**src/rtl/banner_scroller_pkg.sv**
```systemverilog
// Shared constants, FSM state type and banner ROM contents for the scroller.
package banner_scroller_pkg;

    localparam int unsigned BANNER_ROWS  = 15;
    localparam int unsigned BANNER_WIDTH = 71;
    localparam int unsigned WIN          = 16;

    typedef enum logic [2:0] {
        S_IDLE    = 3'd0,
        S_ADDR    = 3'd1,
        S_WAIT    = 3'd2,
        S_CAPTURE = 3'd3,
        S_PRESENT = 3'd4
    } state_t;

    // Banner image; bit BANNER_WIDTH-1 is the leftmost column.
    function automatic logic [BANNER_WIDTH-1:0] banner_row(input logic [4:0] r);
        case (r)
            5'd0:    return {17'b0, 6'h3F, 3'b0, 9'h1FF, 30'b0, 6'h3F};
            5'd3:    return {2'b11, 12'b0, 3'b111, {27{2'b01}}};
            default: return (r < 5'(BANNER_ROWS)) ?
                         {r[3:0], 3'b101, 64'h0123_4567_89AB_CDEF ^ {16{r[3:0]}}} : '0;
        endcase
    endfunction

endpackage

```
**src/rtl/banner_window.sv**
```systemverilog
// Combinational extractor of a WIN-pixel window at a wrapping column offset.
module banner_window #(
    parameter int unsigned WIDTH = 71,
    parameter int unsigned WIN   = 16
) (
    input  logic [WIDTH-1:0] word,
    input  logic [6:0]       offset,
    output logic [WIN-1:0]   pixels
);

    localparam int unsigned SH_W = $clog2(2 * WIDTH + 1);

    logic [2*WIDTH-1:0] doubled;
    logic [SH_W-1:0]    shamt;

    // Column c of the doubled word sits at bit 2*WIDTH-1-c, so the window
    // starting at column offset lands in the low WIN bits after this shift.
    assign doubled = {word, word};
    assign shamt   = SH_W'(2 * WIDTH - WIN) - SH_W'(offset);
    assign pixels  = WIN'(doubled >> shamt);

endmodule

```
**src/rtl/banner_scroller.sv**
```systemverilog
// Walks the banner ROM, presents scrolled rows over valid/ready, steps scroll per frame.
module banner_scroller #(
    parameter int unsigned ROWS       = banner_scroller_pkg::BANNER_ROWS,
    parameter int unsigned WIDTH      = banner_scroller_pkg::BANNER_WIDTH,
    parameter int unsigned WIN        = banner_scroller_pkg::WIN,
    parameter int unsigned STEP_TICKS = 2000000,
    parameter int unsigned ADDR_W     = 5
) (
    input  logic              clk,
    input  logic              rst,
    input  logic              en,
    output logic [ADDR_W-1:0] rom_address,
    input  logic [WIDTH-1:0]  rom_data,
    output logic              row_valid,
    input  logic              row_ready,
    output logic [3:0]        row_index,
    output logic [WIN-1:0]    row_pixels,
    output logic [6:0]        offset,
    output logic              frame_done
);

    import banner_scroller_pkg::*;

    state_t         state;
    logic [3:0]     row;
    logic [31:0]    timer;
    logic           pending;
    logic           expire;
    logic [WIN-1:0] window;

    banner_window #(
        .WIDTH(WIDTH),
        .WIN  (WIN)
    ) u_window (
        .word  (rom_data),
        .offset(offset),
        .pixels(window)
    );

    assign expire = en && (timer == 32'(STEP_TICKS - 1));

    always_ff @(posedge clk) begin
        if (rst) begin
            state       <= S_IDLE;
            row         <= '0;
            rom_address <= '0;
            row_index   <= '0;
            row_pixels  <= '0;
            row_valid   <= 1'b0;
            offset      <= '0;
            frame_done  <= 1'b0;
            timer       <= '0;
            pending     <= 1'b0;
        end else begin
            frame_done <= 1'b0;
            if (en) begin
                timer <= expire ? '0 : timer + 32'd1;
            end
            if (expire) begin
                pending <= 1'b1;
            end

            case (state)
                S_IDLE: begin
                    if (en) begin
                        row   <= '0;
                        state <= S_ADDR;
                    end
                end
                S_ADDR: begin
                    rom_address <= ADDR_W'(row);
                    state       <= S_WAIT;
                end
                S_WAIT: begin
                    state <= S_CAPTURE;
                end
                S_CAPTURE: begin
                    row_pixels <= window;
                    row_index  <= row;
                    row_valid  <= 1'b1;
                    state      <= S_PRESENT;
                end
                S_PRESENT: begin
                    if (row_ready) begin
                        row_valid <= 1'b0;
                        if (row == 4'(ROWS - 1)) begin
                            frame_done <= 1'b1;
                            // An expiry on this very edge is folded in here and
                            // overrides the pending set above.
                            if (pending || expire) begin
                                offset  <= (offset == 7'(WIDTH - 1)) ? '0 : offset + 7'd1;
                                pending <= 1'b0;
                            end
                            state <= S_IDLE;
                        end else begin
                            row   <= row + 4'd1;
                            state <= S_ADDR;
                        end
                    end
                end
                default: state <= S_IDLE;
            endcase
        end
    end

endmodule

```
**config.mk**
```make
export PLATFORM = sky130hd
export DESIGN_NAME = banner_scroller
export DESIGN_NICKNAME = d
export VERILOG_FILES = /design/src/rtl/banner_scroller_pkg.sv /design/src/rtl/banner_window.sv /design/src/rtl/banner_scroller.sv
export SDC_FILE = /design/constraint.sdc
export NUM_CORES = 1
export LEC_CHECK = 0
export CORE_MARGIN = 3
export CORE_UTILIZATION = 50
export CTS_CLUSTER_SIZE = 16
export DETAILED_ROUTE_END_ITERATION = 8
export PLACE_DENSITY = 0.75
export SETUP_SLACK_MARGIN = 0.5
export SYNTH_ARGS = -nofsm -noshare
export SYNTH_HDL_FRONTEND = slang
export SYNTH_SLANG_ARGS = --single-unit
```
**constraint.sdc**
```tcl
create_clock -name clk -period 4.69 [get_ports clk]
set_input_delay 0.938 -clock clk [delete_from_list [all_inputs] [get_ports clk]]
set_output_delay 0.938 -clock clk [all_outputs]
set_load 0.01 [all_outputs]
```
Word level (Yosys, flattened, before mapping)
Index checks and enable logic that the tools add are counted.
{ "classes": {"addsub": 4, "eq_ne": 10, "shift": 1, "n_mux": 18, "bitwise_logic": 2, "reduce_logical": 10} }
{ "ops": {"columns": ["op", "count"], "rows": [
  [">> shifter 142 x 8 -> 16 bit", 1],
  ["adder 32 x 1 -> 32 bit, second input constant", 1],
  ["== test 32 x 21 -> 1 bit, second input constant", 1],
  ["2-to-1 mux 32 bit", 1],
  ["one-hot mux 3 bit (5 select lines)", 1],
  ["2-to-1 mux 4 bit", 3],
  ["2-to-1 mux 1 bit", 8],
  ["one-hot mux 4 bit (2 select lines)", 1],
  ["AND reduction 4 bit", 2],
  ["subtractor 7 x 7 -> 8 bit, first input constant", 1],
  ["adder 7 x 1 -> 7 bit, second input constant", 1],
  ["== test 7 bit, second input constant", 1],
  ["2-to-1 mux 7 bit", 1],
  ["== test 3 x 2 -> 1 bit, second input constant", 2],
  ["2-to-1 mux 3 bit", 2],
  ["!= test 2 bit, second input constant", 3],
  ["adder 4 x 1 -> 4 bit, second input constant", 1],
  ["== test 4 bit, second input constant", 1],
  ["AND reduction 2 bit", 2],
  ["nonzero test 2 bit", 2],
  ["== test 3 x 1 -> 1 bit, second input constant", 1],
  ["== test 3 bit, second input constant", 1],
  ["zero test 3 bit", 1],
  ["OR reduction 3 bit", 1],
  ["other kinds (4)", 5]
]} }
{ "totals": {"regBits": 73, "out_inout_bits": 34} }

Logic depth before layout (Yosys ltp)
{ "depth": {"ltp_word": 7, "depth_mapped": 16, "mapped_depth_nobuf": 9} }

Cells and area by module
Synthesis repeated with hierarchy kept, for this count alone.
{ "hier_totals": {"hier_cells": 908, "area_unflattened_um2": 7803.7} }
{ "by_module_without_submodules": {"columns": ["module", "n_inst", "cells_per_inst", "area_per_inst_um2"], "rows": [
  ["banner_window", 1, 526, 4540.6],
  ["banner_scroller", 1, 382, 3263.1]
]} }

Least setup slack after synthesis
Ideal clock, no wire load.
{ "synth_path": {"path_type": "reg-to-reg", "startpoint": "register offset[0]", "endpoint": "register row_pixels[4]", "setup_time_ns": 0.127, "arrival_ns": 3.803, "setup_slack_ns": 0.760, "stages_incl_launch_ff": 15, "path_buffers": 6, "period_less_slack_ns": 3.930, "cell_sequence": "dfxtp_1 buf_2 clkinv_1 clkbuf_1 clkbuf_1 ha_1 buf_2 buf_6 buf_2 mux2i_1 mux2i_1 mux4_2 a222oi_1 o22ai_1 or3b_1"} }
{ "synth_via": {"elab_chain_cells": 2} }
{ "synth_rtl": {"columns": ["item", "line", "source"], "rows": [
  ["start, declared", "banner_scroller.sv:18", "output logic [6:0] offset,"],
  ["start signal, assigned", "banner_scroller.sv:91", "offset <= (offset == 7'(WIDTH - 1)) ? '0 : offset + 7'd1;"],
  ["subtractor 7 x 7 -> 8 bit", "banner_window.sv:19", "assign shamt = SH_W'(2 * WIDTH - WIN) - SH_W'(offset);"],
  [">> shifter 142 x 8 -> 16 bit", "banner_window.sv:20", "assign pixels = WIN'(doubled >> shamt);"],
  ["end signal, assigned", "banner_scroller.sv:78", "row_pixels <= window;"],
  ["end, declared", "banner_scroller.sv:17", "output logic [WIN-1:0] row_pixels,"]
]} }
Every way passes these cells.
A chain may end at the register's enable or synchronous reset.

Worst setup path in the final report
{ "layout_path": {"startpoint": "register offset[1]", "endpoint": "register row_pixels[8]"} }
The elaborated chain is that of the path after synthesis.

==> run metrics <==
area post-placement between 8000 and 9000 um2; data arrival time of the worst path roughly 3.9 ns; RSZ-0062 raised after global routing false; Cells after DPL between 1000 and 1500; Avg WL per Cell between 20 and 25 um; ranking of synthesized cells by area mux4_2, dfxtp_1, mux2i_1; initial antenna violation count 0; Die X 127 um; TritonCTS Buffers 9; max layer used met4; Site Rows 43; Post-synth ARST share 0; final WL ~24000 um; WHS Endpoint row_pixels[15]$_SDFFE_PP0P_; Syn Inst Count around 800; share of cells above drive strength 1 0.138; TritonRoute pass-1 iters 8; Die Area between 15000 and 20000 um2; Syn. warnings 0; WP data required between 4 and 5 ns; startpoint types flip-flop; Finished Layout Cells approximately 1000; post-route cell area between 8000 and 9000 um2; maximum number of pins on one net before global-route repair between 60 and 70; Critical R2R Capture row_pixels[8]$_SDFFE_PP0P_; unique cell type count in the Yosys netlist 70; clk root buf clkbuf_16; DP HPWL roughly 19000 um; setup violators final 0; total power per unit cell area 194 nW/um2; Synth top area share 0.216; Vias per Instance ~7; total negative slack 0 ns; Pins Over Slew Limit 0; vias in the first global route 6595; antenna diode count 0; Layout Nets ~940; Die Ht approximately 130 um; number of remaining DRC errors 0; flop-to-flop setup slack 0.98 ns; Area Growth Syn to Fin 20.9%; first-pass GRT wire length approximately 38000 um; top_reg_cell synth dfxtp_1; 1st-iter DRT viols 923; H-tree Lvls 3; WL met1 10800 um; Post-CTS Resized 0; clk sinks between 70 and 80; grt ovf 0; Starting Density 0.519; Final Wtd Congestion around 1; Clock Path Buffers 2; Worst-Margin Slew ~1.1 ns; CP Capture Type flip-flop; syn nets a little under 900; Final period util 0.791; CTS tree done; GR Util All Layers 0.294; HP Class flip-flop to flip-flop; critical path peak fanout between 40 and 50; core area ~14000 um2; port buffer count between 100 and 150; Period minus WS final 3.71 ns; Crit Path Class flip-flop to flip-flop; FF-to-FF path depth 9; skew final 0.00514 ns; Critical Path Start offset[1]$_SDFFE_PP0P_; IR drop worst, VDD 0.172 mV; max_slew headroom 0.256; Final ANT Viol Nets 0; Clock transition at path regs 0.06 ns; MaxCap Viol Count 0; cts hold-fix bufs 0; Synth Cell Area 7310 um2; final hold vios 0; Synth Register Bits 73; Hold Path Cell Cnt 2; EDFF count, synth 0; status finished clean; Pleak roughly 3.6 nW; Final Core Density 0.627; Setup Fix Bufs, Post-CTS 0; IO Pins about 110; Clock Latency Late Sink 0.34 ns; largest area contributor in the netlist mux4_2; via count a little over 7000; FF-to-FF Start offset[1]$_SDFFE_PP0P_; met3 routed WL approximately 2300 um; Max Freq around 0.27 GHz; Avg Inst Size Synth between 9 and 10 um2; post-synthesis sequential area ratio 0.200; hold path startpoint row_pixels[15]$_SDFFE_PP0P_; Synth top cells by count mux2i_1, nand2_1, dfxtp_1, mux4_2, nor2_1; met2 WL 10300 um; cell with the most instances after synthesis mux2i_1
[power by group]
group | leakage (nW) | switching (mW) | internal, mW
Sequential | 0.589 | 0.0129 | 0.630
Clock | 0.162 | 0.279 | 0.472
Combinational | 2.86 | 0.157 | 0.159
[metrics by stage]
step	total power, mW	hold slack (ns)	setup WS [ns]
after floorplan	0.813	0.454	0.760
after global placement	0.959	0.438	1.12
after detailed placement	0.964	0.447	1.09
after CTS	1.71	0.461	1.11
after global routing	1.76	0.480	0.771
final	1.71	0.452	0.980
[layer usage]
layer | GRT usage | vias up
met4 | 0.0669 | 0
met5 | 0 | -
met3 | 0.0505 | 45
li1 | - | 3194
met1 | 0.449 | 3406
met2 | 0.434 | 434
[logic make-up (layout without fill, tap and decap cells)]
| group | count (synthesis) | in the layout | synth area share |
|---|---|---|---|
| and+or+nand+nor | 266 | 266 | 0.175 |
| muxes | 196 | 196 | 0.391 |
| AOI/OAI and AO/OA | 134 | 134 | 0.129 |
| DFF | 73 | 73 | 0.200 |
| buffers and inverters | 71 | 147 | 0.0448 |
| xor gates and xnor gates | 39 | 39 | 0.0508 |
| adders and majority gates | 5 | 5 | 0.00856 |
| other | 1 | 1 | 0.000513 |
[cells in the final DEF, fill, tap and decap left out, types with 15 or more instances in the layout]
cell type	synthesis	layout
mux2i_1	121	121
clkdlybuf4s50_1	0	107
nand2_1	86	86
dfxtp_1	73	73
mux4_2	70	70
nor2_1	66	66
a21oi_1	32	32
nand3_1	26	26
xor2_1	20	20
a221oi_1	16	16
nor3_1	15	15
[worst max-delay path by stage]
stage | to | slack, ns
detailed placement | row_pixels[4]$_SDFFE_PP0P_ | 1.09
finish | row_pixels[8]$_SDFFE_PP0P_ | 0.98
CTS | row_pixels[8]$_SDFFE_PP0P_ | 1.11
floorplan | row_pixels[4]$_SDFFE_PP0P_ | 0.76
global route | row_pixels[8]$_SDFFE_PP0P_ | 0.77
global placement | row_pixels[8]$_SDFFE_PP0P_ | 1.12
[critical path: stages, from the launching register on]
cell and delay [ns]:
dfxtp_1 0.41, ha_1 0.38, xnor2_4 0.57, buf_12 0.34, mux4_2 0.57, mux2i_1 0.29
a221oi_1 0.18, a311oi_1 0.41, nor3_1 0.13, a211o_1 0.29
[flip-flops by register name, summed over array words and instances, names as in the netlist]
| signal | cells |
|---|---|
| timer | 32 |
| pending | 1 |
| row | 4 |
| row_valid | 1 |
| offset | 7 |
| rom_address | 4 |
| state | 3 |
| row_index | 4 |
| frame_done | 1 |
| row_pixels | 16 |
[final cells by class]
cell class / count / area (um2)
multi-input cells: 641 / 5570
fillers: 1196 / 5260
flip-flops and latches: 73 / 1460
repair buffers: 123 / 1230
clock buffers: 9 / 225
well taps: 180 / 225
clock inverters: 7 / 103
inverters: 8 / 30.0
(Power assumes the default switching activity.)
==> variant 1: new RTL, same flow settings <==
`WIN` is set to 16 in 2 places; all go to 15.
--- a/src/rtl/banner_scroller_pkg.sv
+++ b/src/rtl/banner_scroller_pkg.sv
@@ -5,3 +5,3 @@
     localparam int unsigned BANNER_WIDTH = 71;
-    localparam int unsigned WIN          = 16;
+    localparam int unsigned WIN          = 15;
 
--- a/src/rtl/banner_window.sv
+++ b/src/rtl/banner_window.sv
@@ -3,3 +3,3 @@
     parameter int unsigned WIDTH = 71,
-    parameter int unsigned WIN   = 16
+    parameter int unsigned WIN   = 15
 ) (
Ports: changed (resized row_pixels); port bits go from 109 to 108. No check against the original RTL was run, so the function may have changed too.
==> variant 1 against the original RTL <==
Setup slack better by 0.45 ns; final cell count down 3.1%; sequential share of layout area down 0.14 points; register-to-register slack better by 0.51 ns; final area up 0.33%; synthesized cell count down 4.5%; area after synthesis up 2.1%; combinational power up 6.6%; power down 4.5%; routed wire length up 0.93%; global-route usage down 0.14 points; sequential cell count down 1; core utilization down 1.9 points; largest power group unchanged; highest routed layer unchanged.
==> variant 1: results (changes against the original RTL) <==
| Metric | Value |
|---|---|
| Status | `finished clean (unchanged)` |
| Top cells by area, synth | `mux4_2, dfxtp_1, mux2i_1 (unchanged)` |
| Yosys warns | `0 (unchanged)` |
| Fin nets | `900 (was 936)` |
| Largest regs | `timer (32), row_pixels (15), offset (7) (was timer (32), row_pixels (16), offset (7))` |
| Crit path largest cell delay | `0.59 ns (was 0.57 ns)` |
| Seq/Total Area, Yosys | `0.1931 (was 0.1999)` |
| Yosys cell types | `67 (was 70)` |
| Mapped Nets | `830 (was 865)` |
| DRC Markers | `0 (unchanged)` |
| CP delay by family, top | `multiplexers (was compound AO/OA/AOI/OAI gates)` |
| Post-synth top flop | `dfxtp_1 (unchanged)` |
| H-tree levels | `3 (unchanged)` |
| Worst-Margin Slew | `0.9316 ns (was 1.112 ns)` |
| Slowest cell on crit path | `mux4_2 (was xnor2_4)` |
| Largest net degree at the start of global routing | `46 (was 66)` |
| Peak VDD IR | `0.0001960 V (was 0.0001723 V)` |
| Post-DP Area | `0.008579 mm² (was 0.008511 mm²)` |
| CP arrival | `3.49 ns (was 3.93 ns)` |
| Placed Cells | `993 (was 1025)` |
| Vias in the first global route | `6555 (was 6595)` |
| Synth top cells by count | `mux4_2, nand2_1, dfxtp_1, mux2i_1, nor2_1 (was mux2i_1, nand2_1, dfxtp_1)` |
| LEAKAGE | `2.792 nW (was 3.611 nW)` |
| N_diodes | `0 (unchanged)` |
| Via count | `6988 (was 7079)` |
| CP max FO | `4 (was 43)` |
| DR pass1 iterations | `7 (was 8)` |
| Setup Skew | `0.005253 ns (was 0.005143 ns)` |
| Drt first-iter violations | `676 (was 923)` |
| Proportion of layout cells with a drive suffix above 1 | `0.2085 (was 0.1382)` |
| First-pass GRT wire length | `37320 µm (was 37610 µm)` |
| Final Wtd Congestion | `1.029 (was 0.9901)` |
| Clock tree buffer depth | `2 (unchanged)` |
| Final wirelength | `24110 µm (was 23890 µm)` |
| Final HPWL from detailed placement | `18850 µm (was 18990 µm)` |
| Number of flops mapped to enable cells by yosys | `0 (unchanged)` |
| DP Worst Slack | `1.140 ns (was 1.091 ns)` |
| Total GRT Usage | `0.2924 (was 0.2938)` |
| Post-synthesis instance total | `750 (was 785)` |
| Non-filler cells, final | `1009 (was 1041)` |
| Root Buffer | `clkbuf_16 (unchanged)` |
| IO Port Bufs | `106 (was 107)` |
| Post-synth ARST share | `0 (unchanged)` |
| Setup bufs post-CTS | `0 (unchanged)` |
variant 1: worst reg2reg max path, delay by kind of cell, from the launching register on:
kind	cells	cell delay (ns)
multiplexers	2	1.09
AO/OA/AOI/OAI	3	0.80
flip-flops	1	0.70
buffers and inverters	1	0.33
AND/OR/NAND/NOR	1	0.17
variant 1: cells by family after synthesis:
family | count (synthesis) | share of synthesized area
AND/OR/NAND/NOR | 252 | 0.1603
multiplexers | 198 | 0.4391
AO/OA/AOI/OAI | 116 | 0.1132
buffers and inverters | 73 | 0.04677
flip-flops | 72 | 0.1931
XOR/XNOR | 33 | 0.03873
adder cells (fa/ha/maj) | 5 | 0.008382
other | 1 | 0.0005025
variant 1: report_power, final:
group          internal, mW  leakage [nW]  switching, mW  total (mW)
logic                 0.171          2.07          0.166       0.338
clock network         0.409         0.143          0.252       0.661
registers             0.622         0.584         0.0129       0.635
total                  1.20          2.79          0.431        1.63
variant 1: final cells by class:
class	instances	area, µm²
Clock inverter	6	58.81
Multi-Input combinational cell	605	5673
Tap cell	184	230.2
Sequential cell	72	1454
Clock buffer	10	229.0
Timing Repair Buffer	123	1189
Inverter	9	33.78
Fill cell	1212	5722
variant 1: path summary, 6_finish.rpt:
kind                     start            end  slack [ns]  depth (start not counted)
hold reg to reg   row_index[1]   row_index[1]        0.46                          2
setup / recovery  rom_data[68]  row_pixels[3]        1.43                          7
hold / removal    row_index[1]   row_index[1]        0.46                          2
setup reg to reg     offset[1]  row_pixels[3]        1.49                          7
variant 1: routing by layer:
layer | up-vias | share of wire | track usage
li1 | 3082 | - | -
met1 | 3395 | 0.42 | 0.4293
met2 | 467 | 0.44 | 0.4242
met3 | 44 | 0.11 | 0.07792
met4 | 0 | 0.022 | 0.08677
met5 | - | 0 | 0
==> variant 2: new RTL, config.mk and constraints unchanged <==
Made on the original files. Re-encode `state_t` (5 states) as one-hot, 5 bits wide.
--- a/src/rtl/banner_scroller_pkg.sv
+++ b/src/rtl/banner_scroller_pkg.sv
@@ -7,8 +7,8 @@
 
-    typedef enum logic [2:0] {
-        S_IDLE    = 3'd0,
-        S_ADDR    = 3'd1,
-        S_WAIT    = 3'd2,
-        S_CAPTURE = 3'd3,
-        S_PRESENT = 3'd4
+    typedef enum logic [4:0] {
+        S_IDLE    = 5'b00001,
+        S_ADDR    = 5'b00010,
+        S_WAIT    = 5'b00100,
+        S_CAPTURE = 5'b01000,
+        S_PRESENT = 5'b10000
     } state_t;
Check against the original RTL: no difference found for any inputs over 10 cycles, from zero or initial values and one cycle with rst high; not proved beyond that.
==> variant 2 against the original RTL <==
Setup slack worse by 0.00060 ns; highest routed layer unchanged; power grew 4.8%; die area is 0.51% higher; area after synthesis up 0.53%; sequential cell count up 2; sequential share of layout area up 0.38 points; final area rose by 0.51%; fmax about the same; synthesized cell count rose by 4.5%; routed wire length is 0.63% higher; combinational power rose by 22%; critical path depth shrank 1; hold slack gained 0.012 ns.
==> variant 2: results (changes against the original RTL) <==
| Metric | Value |
|---|---|
| Final HPWL from detailed placement | `18510 µm (was 18990 µm)` |
| CP max FO | `35 (was 43)` |
| First-pass GRT wire length | `38670 µm (was 37610 µm)` |
| Seq/Total Area, Yosys | `0.2043 (was 0.1999)` |
| H-tree levels | `3 (unchanged)` |
| Total GRT Usage | `0.2975 (was 0.2938)` |
| Mapped Nets | `900 (was 865)` |
| Root Buffer | `clkbuf_16 (unchanged)` |
| DP Worst Slack | `0.8437 ns (was 1.091 ns)` |
| Setup bufs post-CTS | `0 (unchanged)` |
| Top cells by area, synth | `mux4_2, dfxtp_1, mux2i_1 (unchanged)` |
| Internal Dissipation | `1.299 mW (was 1.262 mW)` |
| Post-synthesis instance total | `820 (was 785)` |
| CTS buffer count | `9 (unchanged)` |
| Antenna violations before repair | `0 (unchanged)` |
| Wirelength per Cell | `22.36 µm (was 22.95 µm)` |
| Post-DP Area | `0.008568 mm² (was 0.008511 mm²)` |
| Largest net degree at the start of global routing | `64 (was 66)` |
| Drt first-iter violations | `969 (was 923)` |
| Placed Cells | `1060 (was 1025)` |
| LEAKAGE | `3.486 nW (was 3.611 nW)` |
| Biggest register | `timer (unchanged)` |
| Vias in the first global route | `6820 (was 6595)` |
| DR pass1 iterations | `5 (was 8)` |
| Peak VDD IR | `0.0001909 V (was 0.0001723 V)` |
| IO Port Bufs | `107 (unchanged)` |
| Via count | `7383 (was 7079)` |
| Proportion of layout cells with a drive suffix above 1 | `0.1397 (was 0.1382)` |
| Setup Skew | `0.007613 ns (was 0.005143 ns)` |
| Post-synth ARST share | `0 (unchanged)` |
| Status | `finished clean (unchanged)` |
| # fillers | `1204 (was 1196)` |
| DRC Markers | `0 (unchanged)` |
| Worst-Margin Slew | `1.141 ns (was 1.112 ns)` |
| Final Wtd Congestion | `1.032 (was 0.9901)` |
| Fin nets | `971 (was 936)` |
| Synth top cells by count | `nand2_1, mux2i_1, nor2_1 (was mux2i_1, nand2_1, dfxtp_1)` |
| Final wirelength | `24040 µm (was 23890 µm)` |
variant 2: changes by cell type after synthesis, sizes merged, moves of 6 or more:
cell | unedited run | this run
a21oi | 32 | 39
mux2 | 4 | 10
mux2i | 121 | 89
nand2 | 86 | 98
nand3 | 26 | 38
nor2 | 66 | 82
nor3 | 16 | 24
o221ai | 1 | 7
xor2 | 20 | 27
variant 2: layout make-up:
| class | instances | area [µm²] | area share |
|---|---|---|---|
| clock buffers | 9 | 225.2 | 0.02535 |
| clock inverters | 6 | 90.09 | 0.01014 |
| inverters | 5 | 18.77 | 0.002113 |
| multi-input cells | 677 | 5618 | 0.6324 |
| flip-flops and latches | 75 | 1503 | 0.1692 |
| well taps | 180 | 225.2 | 0.02535 |
| repair buffers | 123 | 1204 | 0.1355 |
variant 2: routing by layer:
layer	GRT usage	vias up	wire, µm
li1	-	3335	-
met1	0.4407	3522	10500
met2	0.4359	461	10390
met3	0.05978	65	2445
met4	0.09842	0	705
met5	0	-	0
variant 2: worst paths after layout:
check,start,to,slack (ns),depth (start not counted)
worst max-delay path,offset[1],row_pixels[3],0.98,8
worst min-delay path,row_index[3],row_index[3],0.46,2
worst max register to register,offset[1],row_pixels[3],0.98,8
worst min register to register,row_index[3],row_index[3],0.46,2
variant 2: stage by stage:
| step | hold WS [ns] | power, mW |
|---|---|---|
| after global placement | 0.4584 | 1.049 |
| after detailed placement | 0.4563 | 1.055 |
| after CTS | 0.4651 | 1.793 |
| after global routing | 0.4855 | 1.859 |
| after floorplan | 0.4583 | 0.8987 |
| final | 0.4641 | 1.793 |
variant 2: logic make-up (layout without fill, tap and decap cells):
family | count (synthesis) | count (layout) | share of synthesized area
DFF | 75 | 75 | 0.2043
AOI/OAI and AO/OA | 153 | 153 | 0.1477
adders and majority gates | 5 | 5 | 0.008511
xor gates and xnor gates | 41 | 41 | 0.05089
other | 1 | 1 | 0.0005101
buffers and inverters | 68 | 143 | 0.03966
muxes | 170 | 170 | 0.3551
and+or+nand+nor | 307 | 307 | 0.1934
variant 2: power groups by stage:
| stage | registers, mW | clock network (mW) | logic, mW |
|---|---|---|---|
| after floorplan | 0.677 | 0 | 0.222 |
| after global placement | 0.680 | 0 | 0.368 |
| after detailed placement | 0.681 | 0 | 0.374 |
| after CTS | 0.667 | 0.749 | 0.377 |
| after global routing | 0.670 | 0.777 | 0.412 |
| final | 0.668 | 0.739 | 0.386 |
variant 2: critical path: stages (launching register included):
cell      delay [ns]
dfxtp_1         0.38
ha_1            0.30
xnor2_4         0.43
buf_4           0.51
mux4_2          0.44
mux2_2          0.29
a222oi_1        0.60
o221ai_1        0.25
or3_1           0.39
